### config.mk
export PLATFORM = sky130hd
export DESIGN_NAME = mc_ctrl
export DESIGN_NICKNAME = d
export VERILOG_FILES = /design/src/rtl/mc_ctrl.sv
export SDC_FILE = /design/constraint.sdc
export NUM_CORES = 1
export LEC_CHECK = 0
export BUFFER_PORTS_ARGS = -buffer_cell sky130_fd_sc_hd__buf_4
export CAP_MARGIN = 20
export CORE_UTILIZATION = 45
export CTS_CLUSTER_DIAMETER = 30
export DETAILED_ROUTE_END_ITERATION = 12
export MAX_ROUTING_LAYER = met4
export PLACE_DENSITY = 0.77
export SLEW_MARGIN = 20
export SYNTH_ARGS = -nofsm -noshare
export SYNTH_HDL_FRONTEND = slang
export SYNTH_SLANG_ARGS = --single-unit
export TNS_END_PERCENT = 30
### constraint.sdc
create_clock -name clk -period 1.7 [get_ports clk]
set_input_delay 0.085 -clock clk [delete_from_list [all_inputs] [get_ports clk]]
set_output_delay 0.085 -clock clk [all_outputs]
set_load 0.02 [all_outputs]
### src/rtl/mc_ctrl.sv
// mc_ctrl: multi-cycle MIPS-subset control FSM driving PC/IR/regfile/extender/ALU/memory.
// Define MC_CTRL_JAL_EN to decode jal (opcode 000011) as jump-and-link.
module mc_ctrl (
  input  logic       clk,
  input  logic       reset,
  input  logic [5:0] opcode,
  input  logic [5:0] funct,
  input  logic       zero,
  input  logic       mem_ready,
  output logic       pc_wr,
  output logic [1:0] npc_sel,
  output logic       ir_wr,
  output logic [1:0] eop,
  output logic [1:0] alu_op,
  output logic       alu_srcb,
  output logic       reg_wr,
  output logic [1:0] reg_dst,
  output logic [1:0] wd_sel,
  output logic       mem_rd,
  output logic       mem_wr,
  output logic       instr_done,
  output logic       illegal
);
  typedef enum logic [2:0] {
    S_RST, S_FETCH, S_DECODE, S_EXE, S_MEM, S_WB, S_BRANCH, S_JUMP
  } state_t;
  typedef enum logic [3:0] {
    C_ADDU, C_SUBU, C_ORI, C_LUI, C_LW, C_SW, C_BEQ, C_J, C_JAL, C_ILL
  } cls_t;
  state_t     r_state, w_next;
  cls_t       r_cls, w_cls;
  logic [1:0] w_xeop;
  logic       w_xsrcb, w_ls;
  always_comb begin
    w_cls = C_ILL;
    case (opcode)
      6'b000000: w_cls = funct == 6'b100001 ? C_ADDU : funct == 6'b100011 ? C_SUBU : C_ILL;
      6'b001101: w_cls = C_ORI;
      6'b001111: w_cls = C_LUI;
      6'b100011: w_cls = C_LW;
      6'b101011: w_cls = C_SW;
      6'b000100: w_cls = C_BEQ;
      6'b000010: w_cls = C_J;
`ifdef MC_CTRL_JAL_EN
      6'b000011: w_cls = C_JAL;
`endif
      default:   w_cls = C_ILL;
    endcase
  end
  // Extender/operand-B choice is set in EXE and held through MEM/WB
  assign w_xeop  = r_cls == C_LUI ? 2'd2 : (r_cls == C_LW || r_cls == C_SW) ? 2'd1 : 2'd0;
  assign w_xsrcb = r_cls == C_ORI || r_cls == C_LUI || r_cls == C_LW || r_cls == C_SW;
  assign w_ls    = r_cls == C_LW || r_cls == C_SW;
  always_ff @(posedge clk or negedge reset) begin
    if (!reset) begin
      r_state <= S_RST;
      r_cls   <= C_ILL;
    end else begin
      r_state <= w_next;
      if (r_state == S_DECODE) r_cls <= w_cls;
    end
  end
  always_comb begin
    w_next     = r_state;
    pc_wr      = 1'b0;
    npc_sel    = 2'd0;
    ir_wr      = 1'b0;
    eop        = 2'd0;
    alu_op     = 2'd0;
    alu_srcb   = 1'b0;
    reg_wr     = 1'b0;
    reg_dst    = 2'd0;
    wd_sel     = 2'd0;
    mem_rd     = 1'b0;
    mem_wr     = 1'b0;
    instr_done = 1'b0;
    illegal    = 1'b0;
    case (r_state)
      S_RST: w_next = S_FETCH;
      S_FETCH: begin
        ir_wr  = 1'b1;
        pc_wr  = 1'b1;
        w_next = S_DECODE;
      end
      S_DECODE: begin
        eop     = 2'd3;
        illegal = w_cls == C_ILL;
        w_next  = w_cls == C_ILL ? S_FETCH :
                  w_cls == C_BEQ ? S_BRANCH :
                  (w_cls == C_J || w_cls == C_JAL) ? S_JUMP : S_EXE;
      end
      S_EXE: begin
        eop      = w_xeop;
        alu_srcb = w_xsrcb;
        alu_op   = r_cls == C_SUBU ? 2'd1 : (r_cls == C_ORI || r_cls == C_LUI) ? 2'd2 : 2'd0;
        w_next   = w_ls ? S_MEM : S_WB;
      end
      S_MEM: begin
        eop        = w_xeop;
        alu_srcb   = w_xsrcb;
        mem_rd     = r_cls == C_LW;
        mem_wr     = r_cls == C_SW;
        instr_done = mem_ready && r_cls == C_SW;
        w_next     = !mem_ready ? S_MEM : r_cls == C_LW ? S_WB : S_FETCH;
      end
      S_WB: begin
        eop        = w_xeop;
        alu_srcb   = w_xsrcb;
        reg_wr     = 1'b1;
        instr_done = 1'b1;
        reg_dst    = (r_cls == C_ADDU || r_cls == C_SUBU) ? 2'd1 : 2'd0;
        wd_sel     = r_cls == C_LW ? 2'd1 : 2'd0;
        w_next     = S_FETCH;
      end
      S_BRANCH: begin
        alu_op     = 2'd1;
        npc_sel    = 2'd1;
        pc_wr      = zero;
        instr_done = 1'b1;
        w_next     = S_FETCH;
      end
      S_JUMP: begin
        npc_sel    = 2'd2;
        pc_wr      = 1'b1;
        instr_done = 1'b1;
`ifdef MC_CTRL_JAL_EN
        reg_wr     = r_cls == C_JAL;
        reg_dst    = r_cls == C_JAL ? 2'd2 : 2'd0;
        wd_sel     = r_cls == C_JAL ? 2'd2 : 2'd0;
`endif
        w_next     = S_FETCH;
      end
      default: w_next = S_RST;
    endcase
  end
endmodule

== Yosys cells after proc, flatten, opt, wreduce, memory -nomap -nowiden ==
Index checks and enable logic that the tools add are counted.
Word-level totals
  bits in registers: 7
  input bits: 16
  output and inout port bits: 18
  word-level logic and storage cells: 69
Operators by class
  equality and inequality tests: 24
  multiplexer cells: 29
  reduce and logical (&&, ||, !) cells: 14
Operators with widths (count)
  $pmux W4 S7: 1
  $eq A6 B6 Y1 const B: 4
  $eq A4 B3 Y1 const B: 4
  $mux W3: 5
  $pmux W3 S5: 1
  $eq A3 B3 Y1 const B: 4
  $eq A6 B4 Y1 const B: 2
  $mux W1: 12
  $pmux W2 S2: 3
  $eq A4 B2 Y1 const B: 2
  $eq A4 B4 Y1 const B: 2
  $mux W4: 2
  $eq A3 B2 Y1 const B: 2
  $eq A6 B2 Y1 const B: 1
  $eq A6 B3 Y1 const B: 1
  $logic_not A6 Y1: 1
  $logic_or A1 B1 Y1: 6
  $mux W2: 3
  $reduce_or A3 Y1: 2
  $eq A4 B1 Y1 const B: 1
  $logic_not A4 Y1: 1
  $pmux W1 S2: 2
  $reduce_or A4 Y1: 1
  $eq A3 B1 Y1 const B: 1
  3 further kinds: 3

== Logic depth before layout (Yosys ltp) ==
  word-level depth: 10
  depth in mapped cells: 5
  depth with buffers taken out: 4

== Least setup slack after synthesis ==
No wires, ideal clock.
  kind: input-to-output
  start point: in opcode[5]
  end point: out illegal
  data arrival time: 1533 ps
  data required time: 1615 ps
  path slack: 82 ps
  cell stages on the path: 4
  path buffers: 1
  cells stage by stage: clkbuf_1 -> or4_4 -> a2111o_1 -> a21oi_1
On the way
  cells in the longest elaborated chain, start to end: 4
  elaborated cells on any way between the ends: 10
Ends and longest elaborated chain
  from (decl): RTL line 6  | input logic [5:0] opcode,
  $eq A6 B2 Y1, or another cell as far along: RTL line 36  | case (opcode)
  $pmux W4 S7 (*): RTL line 36
  $eq A4 B4 Y1 (*): RTL line 87  | illegal = w_cls == C_ILL;
  $mux W1 (*): RTL line 78  | case (r_state)
  to (decl): RTL line 22  | output logic illegal
Every way passes the cells marked *; elsewhere a longest branch is shown, timed or not.

== Final worst setup path ==
  start point: reg r_cls[3]
  end point: out instr_done
On the way
  cells in the longest elaborated chain, start to end: 3
Ends and longest elaborated chain
  from (decl): RTL line 31  | cls_t r_cls, w_cls;
  from (signal assigned): RTL line 60  | if (r_state == S_DECODE) r_cls <= w_cls;
  $eq A4 B3 Y1: RTL line 103  | instr_done = mem_ready && r_cls == C_SW;
  $logic_and A1 B1 Y1: RTL line 103
  $pmux W1 S2: RTL line 78
  to (decl): RTL line 21  | output logic instr_done,
Every way passes these cells.

==> results.md <==
* Largest net degree at the start of global routing at 11
* Largest stage delay, worst path at between 0.5 and 0.6 ns
* First-pass GRT wire length at 3.28 mm
* Clk pin slew, worst setup/hold paths at about 0.050 ns
* Seq/Total Area, Yosys at 0.242
* Final nets at 147
* Longest Clk Path Bufs at 2
* RSZ-0062 raised after global routing: no
* Vias per Instance at slightly below 6
* Clk sinks at 7
* RR Endpoint: r_cls[1]
* Minimum hold slack at 0.0877 ns
* Worst Path Required at between 1.5 and 2 ns
* Ys async rst share at 1.00
* Worst path cell trace: nor3b_1 > buf_4 > a311oi_2 > nor2b_1 > buf_4
* Reg-to-Reg Start: r_state[2]
* Routed wire per std cell at around 13 um
* Postcts setup bufs at 0
* Final instance area at between 0.001 and 0.0015 mm^2
* Iter 0 DRT Violations at 25
* Final Hold Viols at 0
* Die area at 0.00180 mm^2
* Die Y at 42.4 um
* Yosys reg bits at 7
* # diodes at 0
* GR Overflow Total at 0
* Area contributors post-synth: dfrtp_1 17%, dfstp_2 7.2%, nor2_1 5.6%, nand2_1 5.1%, nand4b_1 3.6%
* Tmin final at 1.59 ns
* Post-synth top area share at 0.170
* Main flop type after synthesis: dfrtp_1
* Fillers at about 140
* H-tree levels at 1
* Hold depth at 2
* I/O pin count at 34
* Pwr per Cell Area at between 1000 and 1500 mW/mm^2
* CP Capture Type: output port
* Final setup violating endpoints at 0
* GP Congestion at 0.819
* CTS tree: yes
* Max Clk Rate at about 630 MHz
* CP bufs+invs at 2
* Port Buf Inserts at 31
* R2R Setup Slk at 0.32 ns
* CP startpoint: r_cls[3]
* Post-Route WL at approximately 2 mm
* Grt peak-use layer: met2
* GRT Total Usage at 0.237
* Vias at 845
* Crit path DAT at 1.51 ns
* Critical path depth at 5
* Row count at 14
* Drc violations at 0
* Setup_tns at 0 ns
* Outcome: finished clean
* Most common cell on crit path: buf_4
* Die X at 42.4 um
* GR Layer Usage met1 at 0.334
* Number of flops mapped to enable cells by yosys at 0
* Core Box Area at 0.00152 mm^2
* Root Buffer Master: clkbuf_4
* GR Layer Usage met3 at 0.0172
* Most frequent cell after synthesis: nor2_1
* Type of origin of the critical path: register
* VDD IR-drop max at 0.00113 V
* HP Class: in2reg
* Syn_area_per_cell at between 7 and 8 um^2
* Initial Utilization at 0.482
* Synth unique cells at 42
* Delay-heaviest family, CP: flip-flops
* Reg2reg path depth at 3
* ANT nets after route at 0
* Cells after synthesis at 96
* Commonest cells post-synth: 11 x nor2_1, 10 x nand2_1, 5 x dfrtp_1
* Max Slew Vio Count at 0
* Crit Path Category: reg2out
* CTS Buf Count at 3
* Clk_lat worst skew at approximately 0.24 ns
* Cell accounting for the most synthesized area: dfrtp_1
* Fin crit share at 0.938
* Share of cells above drive strength 1 at 0.369
* Post-DP Area at about 980 um^2
* Critical-path maximum fanout at 5
* Met2 usage at 0.391
* Number of global-route vias before repair at 692
* Clk_skew at between 0.003 and 0.004 ns
* Worst setup path endpoint: instr_done
* Dpl hpwl at approximately 1.5 mm
* Initial antenna violation count at 0
* # Max-Cap Violations at 0
* Area Growth Syn to Fin at 39.5%
* TritonRoute pass-1 iters at 5
* Synthesis Warnings at 0
* Slowest cell on crit path: dfstp_2
* Cell Area, Synth at between 700 and 800 um^2
* Leak at 0.462 nW
kinds of logic after synthesis:
logic type,share of synthesized area
simple gates,0.400
compound gates,0.250
buf+inv,0.0783
flops,0.242
xor+xnor,0.0239
other cells,0.00511
sequential cells by signal, summed over array words and instances, names as in the netlist:
signal	flops
r_state	3
r_cls	4
cell type report:
type                    count  area [um^2]  area share
multi-input cells          79          509       0.497
repair buffers             37          280       0.274
flip-flops and latches      7          178       0.173
clock buffers               4         26.3      0.0256
well taps                  16         20.0      0.0195
inverters                   3         11.3      0.0110
per-layer routing:
layer	part of all wire	vias to the layer above	routed length (um)
met5	0	-	0
met4	0	0	0
met3	0.038	0	73
met2	0.51	27	993
met1	0.45	395	880
li1	-	423	-
report_power, final:
| group | switching [mW] | internal, mW |
|---|---|---|
| clock network | 0.0504 | 0.0889 |
| registers | 0.0965 | 0.253 |
| logic | 0.500 | 0.354 |
| total | 0.647 | 0.696 |
worst min-delay path by stage:
stage,from,to
after floorplan,reset,r_cls[1]
after global placement,reset,r_state[2]
after detailed placement,reset,r_cls[2]
after CTS,opcode[4],r_cls[1]
after global routing,opcode[4],r_cls[1]
final,opcode[4],r_cls[1]
per-stage QoR:
step,instances,power (mW),worst slack [ns],util
2_1_floorplan,97,0.850,0.0818,-
3_3_place_gp,141,1.16,0.128,0.644
3_5_place_dp,141,1.18,0.110,0.644
4_1_cts,146,1.33,0.101,0.668
5_1_grt,146,1.44,0.0230,0.672
6_report,146,1.34,0.106,0.672
layout by cell type, fill, tap and decap left out, types with 2 or more instances in the layout:
cell type,synthesis,layout
o21ai_0,3,3
nor2b_1,4,4
nor2_1,11,11
or3_1,2,2
dfrtp_1,5,5
a31oi_1,2,2
a21o_1,2,2
clkbuf_4,0,3
buf_4,2,36
nor4_1,2,2
nor4b_1,2,2
nor3b_1,2,2
nand2_1,10,10
a2111o_1,2,2
inv_1,3,3
nand3_1,2,2
a21oi_1,4,4
dfstp_2,2,2
nor3_1,2,2
conb_1,1,2
nand2b_1,4,4
a22oi_1,2,2
nand4b_1,3,3
and3_1,2,2
repair_timing:
action	4_1_cts	5_1_grt
resized for setup	0	1
hold buffers	1	0
endpoints found under the hold margin	7	0
endpoints found under the setup margin	0	1
(Power assumes the default switching activity.)
